==> src/rtl/traffic_pkg.sv <==
// Shared types and constants for the traffic-light phase sequencer.
// Phase codes, default phase durations and the phase-order helper.
package traffic_pkg;

    typedef enum logic [1:0] {
        PH_GREEN  = 2'd0,
        PH_YELLOW = 2'd1,
        PH_RED    = 2'd2
    } phase_e;

    localparam int DEF_GREEN     = 20;
    localparam int DEF_YELLOW    = 3;
    localparam int DEF_RED       = 20;
    localparam int DEF_GREEN_MIN = 5;

    // GREEN -> YELLOW -> RED -> GREEN; the unused code 3 recovers to RED.
    function automatic phase_e next_phase(input phase_e p);
        phase_e n;
        n = PH_RED;
        unique case (p)
            PH_GREEN:  n = PH_YELLOW;
            PH_YELLOW: n = PH_RED;
            PH_RED:    n = PH_GREEN;
            default:   n = PH_RED;
        endcase
        return n;
    endfunction

endpackage

==> src/rtl/phase_cfg_shadow.sv <==
// Shadow register for a new duration set offered over valid/ready.
// Ports: clk, rst_n, cfg_valid/cfg_ready handshake, cfg_* offered
// durations, rg_edge (RED->GREEN advance this cycle), apply strobe,
// sh_* captured durations.
module phase_cfg_shadow
    import traffic_pkg::*;
#(
    parameter int CNT_W = 8
) (
    input  logic             clk,
    input  logic             rst_n,
    input  logic             cfg_valid,
    output logic             cfg_ready,
    input  logic [CNT_W-1:0] cfg_green,
    input  logic [CNT_W-1:0] cfg_yellow,
    input  logic [CNT_W-1:0] cfg_red,
    input  logic             rg_edge,
    output logic             apply,
    output logic [CNT_W-1:0] sh_green,
    output logic [CNT_W-1:0] sh_yellow,
    output logic [CNT_W-1:0] sh_red
);

    logic             pending_q, pending_d;
    logic [CNT_W-1:0] sh_g_q, sh_g_d;
    logic [CNT_W-1:0] sh_y_q, sh_y_d;
    logic [CNT_W-1:0] sh_r_q, sh_r_d;
    logic             xfer;

    // The shadow is free exactly when nothing is pending, so a transfer
    // and an apply can never coincide: an offer landing on the RED->GREEN
    // edge waits for the following one.
    assign cfg_ready = ~pending_q;
    assign xfer      = cfg_valid & ~pending_q;
    assign apply     = rg_edge & pending_q;

    always_comb begin
        pending_d = pending_q;
        sh_g_d    = sh_g_q;
        sh_y_d    = sh_y_q;
        sh_r_d    = sh_r_q;
        if (apply) begin
            pending_d = 1'b0;
        end else if (xfer) begin
            pending_d = 1'b1;
            sh_g_d    = cfg_green;
            sh_y_d    = cfg_yellow;
            sh_r_d    = cfg_red;
        end
    end

    always_ff @(posedge clk or negedge rst_n) begin
        if (!rst_n) begin
            pending_q <= 1'b0;
            sh_g_q    <= '0;
            sh_y_q    <= '0;
            sh_r_q    <= '0;
        end else begin
            pending_q <= pending_d;
            sh_g_q    <= sh_g_d;
            sh_y_q    <= sh_y_d;
            sh_r_q    <= sh_r_d;
        end
    end

    assign sh_green  = sh_g_q;
    assign sh_yellow = sh_y_q;
    assign sh_red    = sh_r_q;

endmodule

==> src/rtl/light_phase_counter.sv <==
// Phase sequencer GREEN->YELLOW->RED with programmable per-phase durations.
// Ports: clk, rst_n, tick_en, hold, cfg_valid/cfg_ready, cfg_green/yellow/red,
// ped_req (only when LIGHT_PED_REQ_EN is defined), phase, count, phase_done,
// lamp_g/lamp_y/lamp_r.
// Macro LIGHT_PED_REQ_EN: sticky pedestrian request that cuts green short
// once GREEN_MIN ticks have elapsed.
module light_phase_counter
    import traffic_pkg::*;
#(
    parameter int CNT_W      = 8,
    parameter int GREEN_DEF  = DEF_GREEN,
    parameter int YELLOW_DEF = DEF_YELLOW,
    parameter int RED_DEF    = DEF_RED
`ifdef LIGHT_PED_REQ_EN
   ,parameter int GREEN_MIN  = DEF_GREEN_MIN
`endif
) (
    input  logic             clk,
    input  logic             rst_n,
    input  logic             tick_en,
    input  logic             hold,
    input  logic             cfg_valid,
    output logic             cfg_ready,
    input  logic [CNT_W-1:0] cfg_green,
    input  logic [CNT_W-1:0] cfg_yellow,
    input  logic [CNT_W-1:0] cfg_red,
`ifdef LIGHT_PED_REQ_EN
    input  logic             ped_req,
`endif
    output logic [1:0]       phase,
    output logic [CNT_W-1:0] count,
    output logic             phase_done,
    output logic             lamp_g,
    output logic             lamp_y,
    output logic             lamp_r
);

    localparam logic [CNT_W-1:0] G_RST = CNT_W'(GREEN_DEF);
    localparam logic [CNT_W-1:0] Y_RST = CNT_W'(YELLOW_DEF);
    localparam logic [CNT_W-1:0] R_RST = CNT_W'(RED_DEF);

    phase_e           phase_q, phase_d;
    logic [CNT_W-1:0] count_q, count_d;
    logic             done_q, done_d;
    logic [CNT_W-1:0] act_g_q, act_g_d;
    logic [CNT_W-1:0] act_y_q, act_y_d;
    logic [CNT_W-1:0] act_r_q, act_r_d;

    logic             step;
    logic [CNT_W-1:0] dur_sel;
    logic [CNT_W-1:0] last_cnt;
    logic             at_term;
    logic             ped_cut;
    logic             advance;
    logic             rg_edge;
    logic             apply;
    logic [CNT_W-1:0] sh_g, sh_y, sh_r;

    phase_cfg_shadow #(
        .CNT_W (CNT_W)
    ) u_shadow (
        .clk        (clk),
        .rst_n      (rst_n),
        .cfg_valid  (cfg_valid),
        .cfg_ready  (cfg_ready),
        .cfg_green  (cfg_green),
        .cfg_yellow (cfg_yellow),
        .cfg_red    (cfg_red),
        .rg_edge    (rg_edge),
        .apply      (apply),
        .sh_green   (sh_g),
        .sh_yellow  (sh_y),
        .sh_red     (sh_r)
    );

`ifdef LIGHT_PED_REQ_EN
    localparam logic [CNT_W-1:0] G_CUT =
        CNT_W'((GREEN_MIN > 0) ? GREEN_MIN - 1 : 0);

    logic ped_flag_q, ped_flag_d;

    // Clearing on green exit happens first so a request sampled on
    // that very cycle still survives for the next green.
    always_comb begin
        ped_flag_d = ped_flag_q;
        if (advance && phase_q == PH_GREEN) begin
            ped_flag_d = 1'b0;
        end
        if (ped_req) begin
            ped_flag_d = 1'b1;
        end
    end

    always_ff @(posedge clk or negedge rst_n) begin
        if (!rst_n) begin
            ped_flag_q <= 1'b0;
        end else begin
            ped_flag_q <= ped_flag_d;
        end
    end

    assign ped_cut = (phase_q == PH_GREEN) && ped_flag_q
                   && (count_q >= G_CUT);
`else
    assign ped_cut = 1'b0;
`endif

    always_comb begin
        dur_sel = act_r_q;
        unique case (phase_q)
            PH_GREEN:  dur_sel = act_g_q;
            PH_YELLOW: dur_sel = act_y_q;
            default:   dur_sel = act_r_q;
        endcase
    end

    // A zero duration behaves as one tick, so the terminal count is 0.
    assign last_cnt = (dur_sel == '0) ? '0 : dur_sel - CNT_W'(1);
    assign at_term  = (count_q == last_cnt);
    assign step     = tick_en & ~hold;
    assign advance  = step & (at_term | ped_cut);
    assign rg_edge  = advance & (phase_q == PH_RED);

    always_comb begin
        phase_d = phase_q;
        count_d = count_q;
        done_d  = 1'b0;
        if (advance) begin
            phase_d = next_phase(phase_q);
            count_d = '0;
            done_d  = 1'b1;
        end else if (step) begin
            count_d = count_q + CNT_W'(1);
        end
    end

    always_comb begin
        act_g_d = act_g_q;
        act_y_d = act_y_q;
        act_r_d = act_r_q;
        if (apply) begin
            act_g_d = sh_g;
            act_y_d = sh_y;
            act_r_d = sh_r;
        end
    end

    always_ff @(posedge clk or negedge rst_n) begin
        if (!rst_n) begin
            phase_q <= PH_RED;
            count_q <= '0;
            done_q  <= 1'b0;
            act_g_q <= G_RST;
            act_y_q <= Y_RST;
            act_r_q <= R_RST;
        end else begin
            phase_q <= phase_d;
            count_q <= count_d;
            done_q  <= done_d;
            act_g_q <= act_g_d;
            act_y_q <= act_y_d;
            act_r_q <= act_r_d;
        end
    end

    assign phase      = phase_q;
    assign count      = count_q;
    assign phase_done = done_q;
    assign lamp_g     = (phase_q == PH_GREEN);
    assign lamp_y     = (phase_q == PH_YELLOW);
    assign lamp_r     = (phase_q == PH_RED);

endmodule
==> config.mk <==
export PLATFORM = sky130hd
export DESIGN_NAME = light_phase_counter
export DESIGN_NICKNAME = d
export VERILOG_FILES = /design/src/rtl/traffic_pkg.sv /design/src/rtl/phase_cfg_shadow.sv /design/src/rtl/light_phase_counter.sv
export SDC_FILE = /design/constraint.sdc
export NUM_CORES = 1
export LEC_CHECK = 0
export BUFFER_PORTS_ARGS = -buffer_cell sky130_fd_sc_hd__buf_4
export CAP_MARGIN = 30
export CORE_AREA = 2 2 61 106
export DETAILED_ROUTE_END_ITERATION = 10
export DIE_AREA = 0 0 63 108
export GPL_TIMING_DRIVEN = 0
export MAX_ROUTING_LAYER = met4
export PLACE_DENSITY = 0.86
export SLEW_MARGIN = 10
export SYNTH_ARGS = -nofsm -noshare
export SYNTH_HDL_FRONTEND = slang
export SYNTH_SLANG_ARGS = --single-unit
==> constraint.sdc <==
create_clock -name clk -period 3.2 [get_ports clk]
set_clock_uncertainty 0.05 [all_clocks]
set_input_delay 0.96 -clock clk [delete_from_list [all_inputs] [get_ports clk]]
set_output_delay 0.96 -clock clk [all_outputs]
set_load 0.01 [all_outputs]
==> run summary, run 1 <==
Slew Viols, Final = 0
failing checks = setup timing
DR WL/cell = 17.2 µm
Total GRT Usage = 21.9%
IO Count = 44
Yosys Warn Count = 0
Hold Fails Final Rpt = 0
die extent in x = 63 µm
Max H-tree Level = 3
leakage power = 1.88 nW
register-to-register setup slack = -0.46 ns
count leader, synth = dfrtp_1
Area Growth Syn to Fin = 34.5%
startpoint type of the worst setup path = flip-flop
final instance area = 3980 µm²
WL final = 6860 µm
capturing point of the worst reg2reg path = act_g_q[5]
core footprint = 5880 µm²
Initial Utilization = 50.4%
TritonCTS Buffers = 9
Cell variety after synth = 47
setup total negative slack = -11.51 ns
Root Buffer = clkbuf_8
number of cells produced by synthesis = 244
ANT nets after route = 0
Max-Cap Viols = 0
f_max = 0.274 GHz
CP Max Fanout = 7
die height = 108 µm
CP required = 3.37 ns
NumNets Final = 347
initial antenna violation count = 0
area of the mapped netlist = 2960 µm²
Setup crit start = phase[0]
RSZ-0062 raised after global routing = yes
routed vias = 2206
status = finished with violations
Via density = 5.54
area leader, netlist = dfrtp_1
Final setup viols = 35
Core Rows = 37
layout cells sized above 1 = 48.4%
measured slew at the worst slew-check pin = 0.727 ns
Post-synth EDFFs = 0
Synth async-reset ratio = 100%
Detailed Place HPWL = 4270 µm
synthesized area per cell = 12.1 µm²
Congestion Overflow GR = 0
Seq/Total Area, Yosys = 51.0%
syn nets = 276
First DRT Iteration DRCs = 122
dpl cell area = 3430 µm²
Placer Congestion = 0.918
DIE AREA = 6800 µm²
Hold WC Path Type = reg2reg
port buffer count = 43
PD cells = 637 nW/µm²
setup slack after layout = -0.456 ns
vias in the first global route = 2269
worst setup path category = reg2reg
Residual DRC = 0
total power = 2.54 mW
Yosys top cell area share = 44.8%
Reg clk slew, reported paths = 0.07 ns
# diodes = 0
CTS tree = yes
Sink Count = 60
maximum clock path buffer count = 2
Critical Path Sink = act_g_q[5]
period utilization = 114%
global-route wire length before repair = 10900 µm
synth top area cells = dfrtp_1, mux2_2, mux2_1
relative slew slack = 51.5%
maximum vdd drop = 377 µV
largest net degree at the start of global routing = 61
clk_lat worst skew = 0.34 ns
#FFs+latches synth = 60
ys flop type = dfrtp_1
crit path capture type = flip-flop
first-pass iteration count of the detailed router = 4
Reg2Reg Depth = 13
worst r2r src = phase[0]
Worst Path Arrival = 3.82 ns
commonest cells in the netlist = dfrtp_1, mux2_2, mux2_1
Final min period = 3.66 ns
[flip-flops by register name (all words and copies together) (netlist names)]
| signal | count |
|---|---|
| act_g_q | 8 |
| act_r_q | 8 |
| act_y_q | 8 |
| count | 8 |
| u_shadow.sh_green | 8 |
| u_shadow.sh_red | 8 |
| u_shadow.sh_yellow | 8 |
| phase | 2 |
| phase_done | 1 |
| u_shadow.pending_q | 1 |
[critical path, stage by stage (launching register included)]
cell	delay, ns
dfrtp_1	0.40
buf_6	0.14
buf_12	0.13
mux2i_2	0.21
o21ai_2	0.11
nor3_1	0.56
nand3_2	0.25
a2111o_1	0.46
nor4_4	0.18
o211a_1	0.26
and3_4	0.22
buf_12	0.14
clkbuf_16	0.15
mux2_4	0.30
[per-stage QoR]
stage | std cells | worst slack, ns | hold slack (ns) | util, %
floorplan | 244 | -0.0725 | 0.402 | -
global placement | 365 | -0.483 | 0.415 | 58.3
detailed placement | 365 | -0.479 | 0.426 | 58.3
CTS | 393 | -0.430 | 0.442 | 65.8
global route | 398 | -0.556 | 0.466 | 67.8
finish | 398 | -0.456 | 0.445 | 67.8
[final cells by class]
type	count	area [µm²]
inverter	3	11.3
multi-input combinational	166	1500
tap	78	97.6
sequential	60	1510
fill	407	1900
clock inverter	4	72.6
buffer	14	130
clock buffer	12	155
timing repair buffer	61	512
[cells in the final DEF (no fill, tap or decap), types with 5 or more instances in the layout]
cell	count
mux2_2	29
a21oi_1	5
nor2_1	16
mux2i_1	5
nand2_1	12
nand3_1	5
o21ai_0	7
xnor2_1	5
mux2_4	22
nor2b_1	6
dfrtp_1	53
clkbuf_8	11
buf_4	57
clkbuf_1	7
dfstp_2	7
[power by group]
part	switching, mW	internal, mW	total, mW
registers	0.0976	0.862	0.960
clock network	0.288	0.480	0.768
logic	0.380	0.429	0.809
[metal layers]
metal | vias up | wire length [µm] | global-route usage, %
met4 | 0 | 271 | 11.6
met3 | 24 | 220 | 3.33
met5 | - | 0 | -
met1 | 1101 | 2590 | 22.6
li1 | 1016 | - | -
met2 | 65 | 3780 | 39.4
[logic make-up (layout without fill, tap and decap cells)]
kind of cell	count (synthesis)	after routing	synth area share, %
mux	62	62	23.4
simple gates	62	62	11.0
flops	60	60	51.0
compound gates	30	30	6.84
buf+inv	18	94	3.76
xor+xnor	9	9	2.66
fa+ha+maj	3	3	1.27
[worst min-delay path by stage]
| stage | start | endpoint | slack [ns] | cells after the start |
|---|---|---|---|---|
| 2_1_floorplan | act_y_q[6] | act_y_q[6] | 0.40 | 1 |
| 3_3_place_gp | act_y_q[6] | act_y_q[6] | 0.41 | 1 |
| 3_5_place_dp | act_g_q[6] | act_g_q[6] | 0.43 | 1 |
| 4_1_cts | act_g_q[6] | act_g_q[6] | 0.44 | 1 |
| 5_1_grt | u_shadow.sh_green[2] | act_g_q[2] | 0.47 | 1 |
| 6_report | u_shadow.sh_green[2] | act_g_q[2] | 0.44 | 1 |
[timing repair]
action | in CTS | in global routing
gates cloned | 1 | 1
gates resized for setup | 27 | 12
hold buffers | 0 | 0
endpoints found under the setup margin | 31 | 36
setup buffers | 12 | 5
pin swaps | 2 | 4
Note: power is estimated with default switching activity, not from simulation.
==> run 2: changes to the inputs <==
Settings changed: CORE_AREA 2 2 61 106 to 2 2 62 107, DIE_AREA 0 0 63 108 to 0 0 64 109, PLACE_DENSITY 0.86 to 0.84.
==> run 2 against run 1 <==
Effect of this change: the run still ends with setup timing left; clock-buffer cell count up 3; register-to-register slack about the same; fmax up 0.36%; non-clock buffer count up 6; total power down 1.2%; largest cell class unchanged; highest routed layer unchanged.
==> run summary, run 2 (synthesis gave the netlist of run 1 again) <==
vias in the first global route = 2341
post-route insts no fill = 406
maximum clock path buffer count = 2
Multi-input gate area = 1490 µm²
global-route wire length before repair = 11300 µm
met1 WL = 2580 µm
PD cells = 629 nW/µm²
Reg clk slew, reported paths = 0.07 ns
total power = 2.51 mW
Core Rows = 38
NumNets Final = 353
fill count = 425
status = finished with violations
commonest cells after routing, fill and taps aside = buf_4, dfrtp_1, mux2_2, mux2_4, nor2_1
DR WL/cell = 17.7 µm
Detailed Place HPWL = 4550 µm
CTS tree = yes
Final min period = 3.64 ns
crit path capture type = flip-flop
port buffer count = 43
f_max = 0.275 GHz
# diodes = 0
Top Metal Used = met4
failing checks = setup timing
leakage power = 1.89 nW
Worst Path Arrival = 3.81 ns
relative slew slack = 47.9%
Final Util = 64.9%
measured slew at the worst slew-check pin = 0.776 ns
Final setup viols = 36
Detail Route met2 WL = 3890 µm
Storage cell area = 1510 µm²
Max H-tree Level = 3
Initial Utilization = 48.3%
setup slack after layout = -0.443 ns
commonest non-fill, non-tap cell in the layout = buf_4
Max-Cap Viols = 0
Crit-path slowest cell = nor3_1
Slew Viols, Final = 0
core footprint = 6130 µm²
dpl cell area = 3430 µm²
final instance area = 3980 µm²
Via density = 5.54
CP Max Fanout = 7
worst setup path category = reg2reg
routed vias = 2249
IO Count = 44
Placer Congestion = 0.902
Total GRT Usage = 22.4%
Sink Count = 60
layout cells sized above 1 = 49.7%
largest net degree at the start of global routing = 61
register-to-register setup slack = -0.44 ns
RSZ-0062 raised after global routing = yes
CP Cell Sequence = buf_6 > mux2i_1 > o21ai_1 > nor3_1 > nand3_2 > a2111o_1 > nor4_2 > o211a_1 > and3_4 > clkbuf_16 > mux2_4
Place WS = -0.432 ns
die height = 109 µm
Inst Count DP = 367
first-pass iteration count of the detailed router = 4
WL final = 7180 µm
maximum vdd drop = 490 µV
Area Growth Syn to Fin = 34.4%
ANT nets after route = 0
clk_lat worst skew = 0.35 ns
Hold Fails Final Rpt = 0
Hold WC Path Type = reg2reg
Residual DRC = 0
TritonCTS Buffers = 9
Root Buffer = clkbuf_8
First DRT Iteration DRCs = 119
period utilization = 114%
# hold bufs at CTS = 0
Congestion Overflow GR = 0
die extent in x = 64 µm
Worst path max stage delay = 0.66 ns
initial antenna violation count = 0
startpoint type of the worst setup path = flip-flop
met3 WL = 269 µm
DIE AREA = 6980 µm²
CP required = 3.37 ns
-- run 2: cell types whose count changed in the layout (fill, tap and decap cells not counted), sizes merged --
cell,previous run,this run
buf,68,73
clkbuf,19,23
bufinv,2,1
clkinv,1,0
clkinvlp,1,0
-- run 2: where the power goes --
| part | total, mW | internal, mW | leakage [nW] | switching (mW) |
|---|---|---|---|---|
| sequential | 0.957 | 0.862 | 0.760 | 0.0945 |
| combinational | 0.838 | 0.446 | 1.03 | 0.392 |
| clock | 0.711 | 0.425 | 0.104 | 0.286 |
| total | 2.51 | 1.73 | 1.89 | 0.773 |
-- run 2: worst paths after layout --
path | from | end | cells past startpoint
hold reg to reg | u_shadow.sh_red[2] | u_shadow.sh_red[2] | 1
min in group asynchronous | rst_n | u_shadow.sh_green[5] | 1
setup reg to reg | phase[0] | act_r_q[3] | 11
max in group asynchronous | rst_n | u_shadow.sh_red[3] | 1
hold / removal | u_shadow.sh_red[2] | u_shadow.sh_red[2] | 1
setup / recovery | phase[0] | act_r_q[3] | 11
-- run 2: area by class of cell --
cell class	count	share of cell area, %
repair buffers	67	13.8
inverters	3	0.283
multi-input cells	166	37.4
well taps	80	2.51
flip-flops and latches	60	37.9
plain buffers	14	2.92
clock buffers	15	4.43
clock inverters	1	0.754
-- run 2: routing by layer --
metal  global-route usage, %  vias up
li1                        -     1030
met1                    22.2     1111
met2                    38.4       73
met3                    5.06       35
met4                    15.8        0
met5                       -        -
-- run 2: stage by stage --
stage	TNS (ns)	hold WS, ns
6_report	-11.52	0.455
5_1_grt	-15.29	0.477
4_1_cts	-6.76	0.447
3_5_place_dp	-9.30	0.420
3_3_place_gp	-9.30	0.412
2_1_floorplan	-1.12	0.402
-- run 2: critical path, delay by kind of cell, from the launching register on --
family,cells,cell delay [ns]
buffers and inverters,2,0.36
flip-flops,1,0.37
AO/OA/AOI/OAI,3,0.81
multiplexers,2,0.52
AND/OR/NAND/NOR,4,1.40
-- run 2: timing repair --
action	CTS	global route
setup buffers	17	5
resized for setup	23	15
setup endpoints to repair	28	36
pin swaps	1	1
cloned	1	1
==> run 3: changes to the inputs <==
Settings changed: PLACE_DENSITY 0.84 to 0.81.
Clock period 3.2 ns to 4.4 ns, I/O delays scaled along.
==> run 3 against run 2 <==
Effect of this change: the flow now finishes without violations; sequential share of layout area increased by 3.9 points; register-to-register slack better by 0.88 ns; via count shrank 8.3%; wire length shrank 17%; worst hold slack got worse by 0.020 ns; combinational power shrank 43%; first-iteration DRC count shrank 19%; clock power decreased by 25%; worst setup slack gained 0.88 ns.
==> run summary, run 3 (synthesis gave the netlist of run 1 again) <==
commonest cells after routing, fill and taps aside = dfrtp_1, buf_4, mux2_2, mux2_1, nor2_1
status = finished clean
setup total negative slack = 0 ns
DR WL/cell = 15.6 µm
Crit-path slowest cell = dfstp_2
measured slew at the worst slew-check pin = 0.740 ns
maximum vdd drop = 230 µV
First DRT Iteration DRCs = 96
Sw Pwr = 0.512 mW
startpoint type of the worst setup path = flip-flop
setup slack after layout = 0.433 ns
Area Growth Syn to Fin = 21.8%
Final min period = 3.97 ns
largest net degree at the start of global routing = 61
total power = 1.70 mW
Crit path max-delay family = multiplexers
vias in the first global route = 2091
Worst path max stage delay = 0.57 ns
layout cells sized above 1 = 36.6%
ANT nets after route = 0
Sink Count = 60
CP Cell Sequence = buf_2 > mux2i_2 > ha_1 > and3_1 > nand3_1 > a2111o_1 > nor4_2 > o211a_1 > and3_1 > buf_4 > buf_8 > mux2_1
Max-Cap Viols = 0
PD cells = 471 nW/µm²
leakage power = 1.76 nW
sequential power share = 40.5%
capturing point of the worst reg2reg path = act_y_q[5]
fill count = 509
WP depth = 12
CP Max Fanout = 10
NumNets Final = 330
Reg2Reg Depth = 12
clock share of power = 31.4%
die extent in x = 64 µm
relative slew slack = 50.7%
die height = 109 µm
commonest non-fill, non-tap cell in the layout = dfrtp_1
# hold bufs at CTS = 0
combinational share of power = 28.2%
global-route wire length before repair = 9990 µm
DIE AREA = 6980 µm²
clk_lat worst skew = 0.35 ns
Root Buffer = clkbuf_8
crit path capture type = flip-flop
Hold Fails Final Rpt = 0
CP most frequent cell = and3_1
RSZ-0062 raised after global routing = no
period utilization = 90.1%
Via density = 5.38
Place WS = 0.500 ns
# diodes = 0
Hold WC Path Type = reg2reg
port buffer count = 43
Reg clk slew, reported paths = 0.07 ns
TritonCTS Buffers = 9
Initial Utilization = 48.3%
Total GRT Usage = 20.0%
Core Rows = 38
Critical Path Sink = act_y_q[5]
Final setup viols = 0
Detailed Place HPWL = 4490 µm
initial antenna violation count = 0
Placer Congestion = 0.919
internal power = 1.19 mW
Worst Path Arrival = 4.14 ns
worst setup path category = reg2reg
WL final = 5990 µm
first-pass iteration count of the detailed router = 4
routed vias = 2062
Max H-tree Level = 3
core footprint = 6130 µm²
post-CTS resize count = 0
Setup crit start = phase[1]
f_max = 0.252 GHz
maximum clock path buffer count = 2
register-to-register setup slack = 0.43 ns
worst r2r src = phase[1]
CP bufs+invs = 3
Congestion Overflow GR = 0
Residual DRC = 0
Slew Viols, Final = 0
IO Count = 44
CTS tree = yes
post-CTS setup buffer count = 0
sw frac = 30.2%
CP required = 4.58 ns
[run 3: cell count changes in the layout (fill, tap and decap cells not counted), moves of 3 or more]
| cell | before | now |
|---|---|---|
| mux2i_4 | 3 | 0 |
| buf_4 | 63 | 44 |
| mux2_4 | 21 | 0 |
| mux2_1 | 0 | 20 |
| buf_6 | 5 | 2 |
[run 3: per-layer routing]
metal / vias up / global-route usage [%] / wire length, µm
met4: 0 / 12.3 / 188
met2: 48 / 33.7 / 3310
met1: 1020 / 20.5 / 2270
met5: - / - / 0
met3: 13 / 5.26 / 221
li1: 981 / - / -
[run 3: stage by stage]
stage	hold slack [ns]	utilization (%)	std cells	area (µm²)
after floorplan	0.400	-	244	2960
after global placement	0.416	55.2	367	3380
after detailed placement	0.425	55.2	367	3380
after CTS	0.438	58.8	383	3610
after global routing	0.455	58.8	383	3610
final	0.436	58.8	383	3610
[run 3: cell type report]
cell class,count,area (µm²),share of cell area [%]
buffer,15,100,2.78
tap,80,100,2.78
timing repair buffer,43,323,8.95
clock inverter,3,42.5,1.18
clock buffer,13,179,4.96
multi-input combinational,166,1340,37.2
inverter,3,11.3,0.312
sequential,60,1510,41.9
[run 3: how the worst min path moves through the flow]
stage	endpoint	cells after the start	slack (ns)	startpoint
3_5_place_dp	act_g_q[0]	1	0.42	u_shadow.sh_green[0]
6_report	act_g_q[6]	1	0.44	u_shadow.sh_green[6]
3_3_place_gp	act_g_q[6]	1	0.42	act_g_q[6]
5_1_grt	act_g_q[6]	1	0.45	act_g_q[6]
2_1_floorplan	act_g_q[1]	1	0.40	act_g_q[1]
4_1_cts	act_g_q[6]	1	0.44	u_shadow.sh_green[6]
[run 3: power groups by stage]
stage | Combinational (mW) | Sequential [mW] | Clock (mW)
floorplan | 0.304 | 0.694 | 0
global placement | 0.470 | 0.693 | 0
detailed placement | 0.481 | 0.698 | 0
CTS | 0.483 | 0.688 | 0.544
global route | 0.528 | 0.696 | 0.572
finish | 0.478 | 0.687 | 0.533
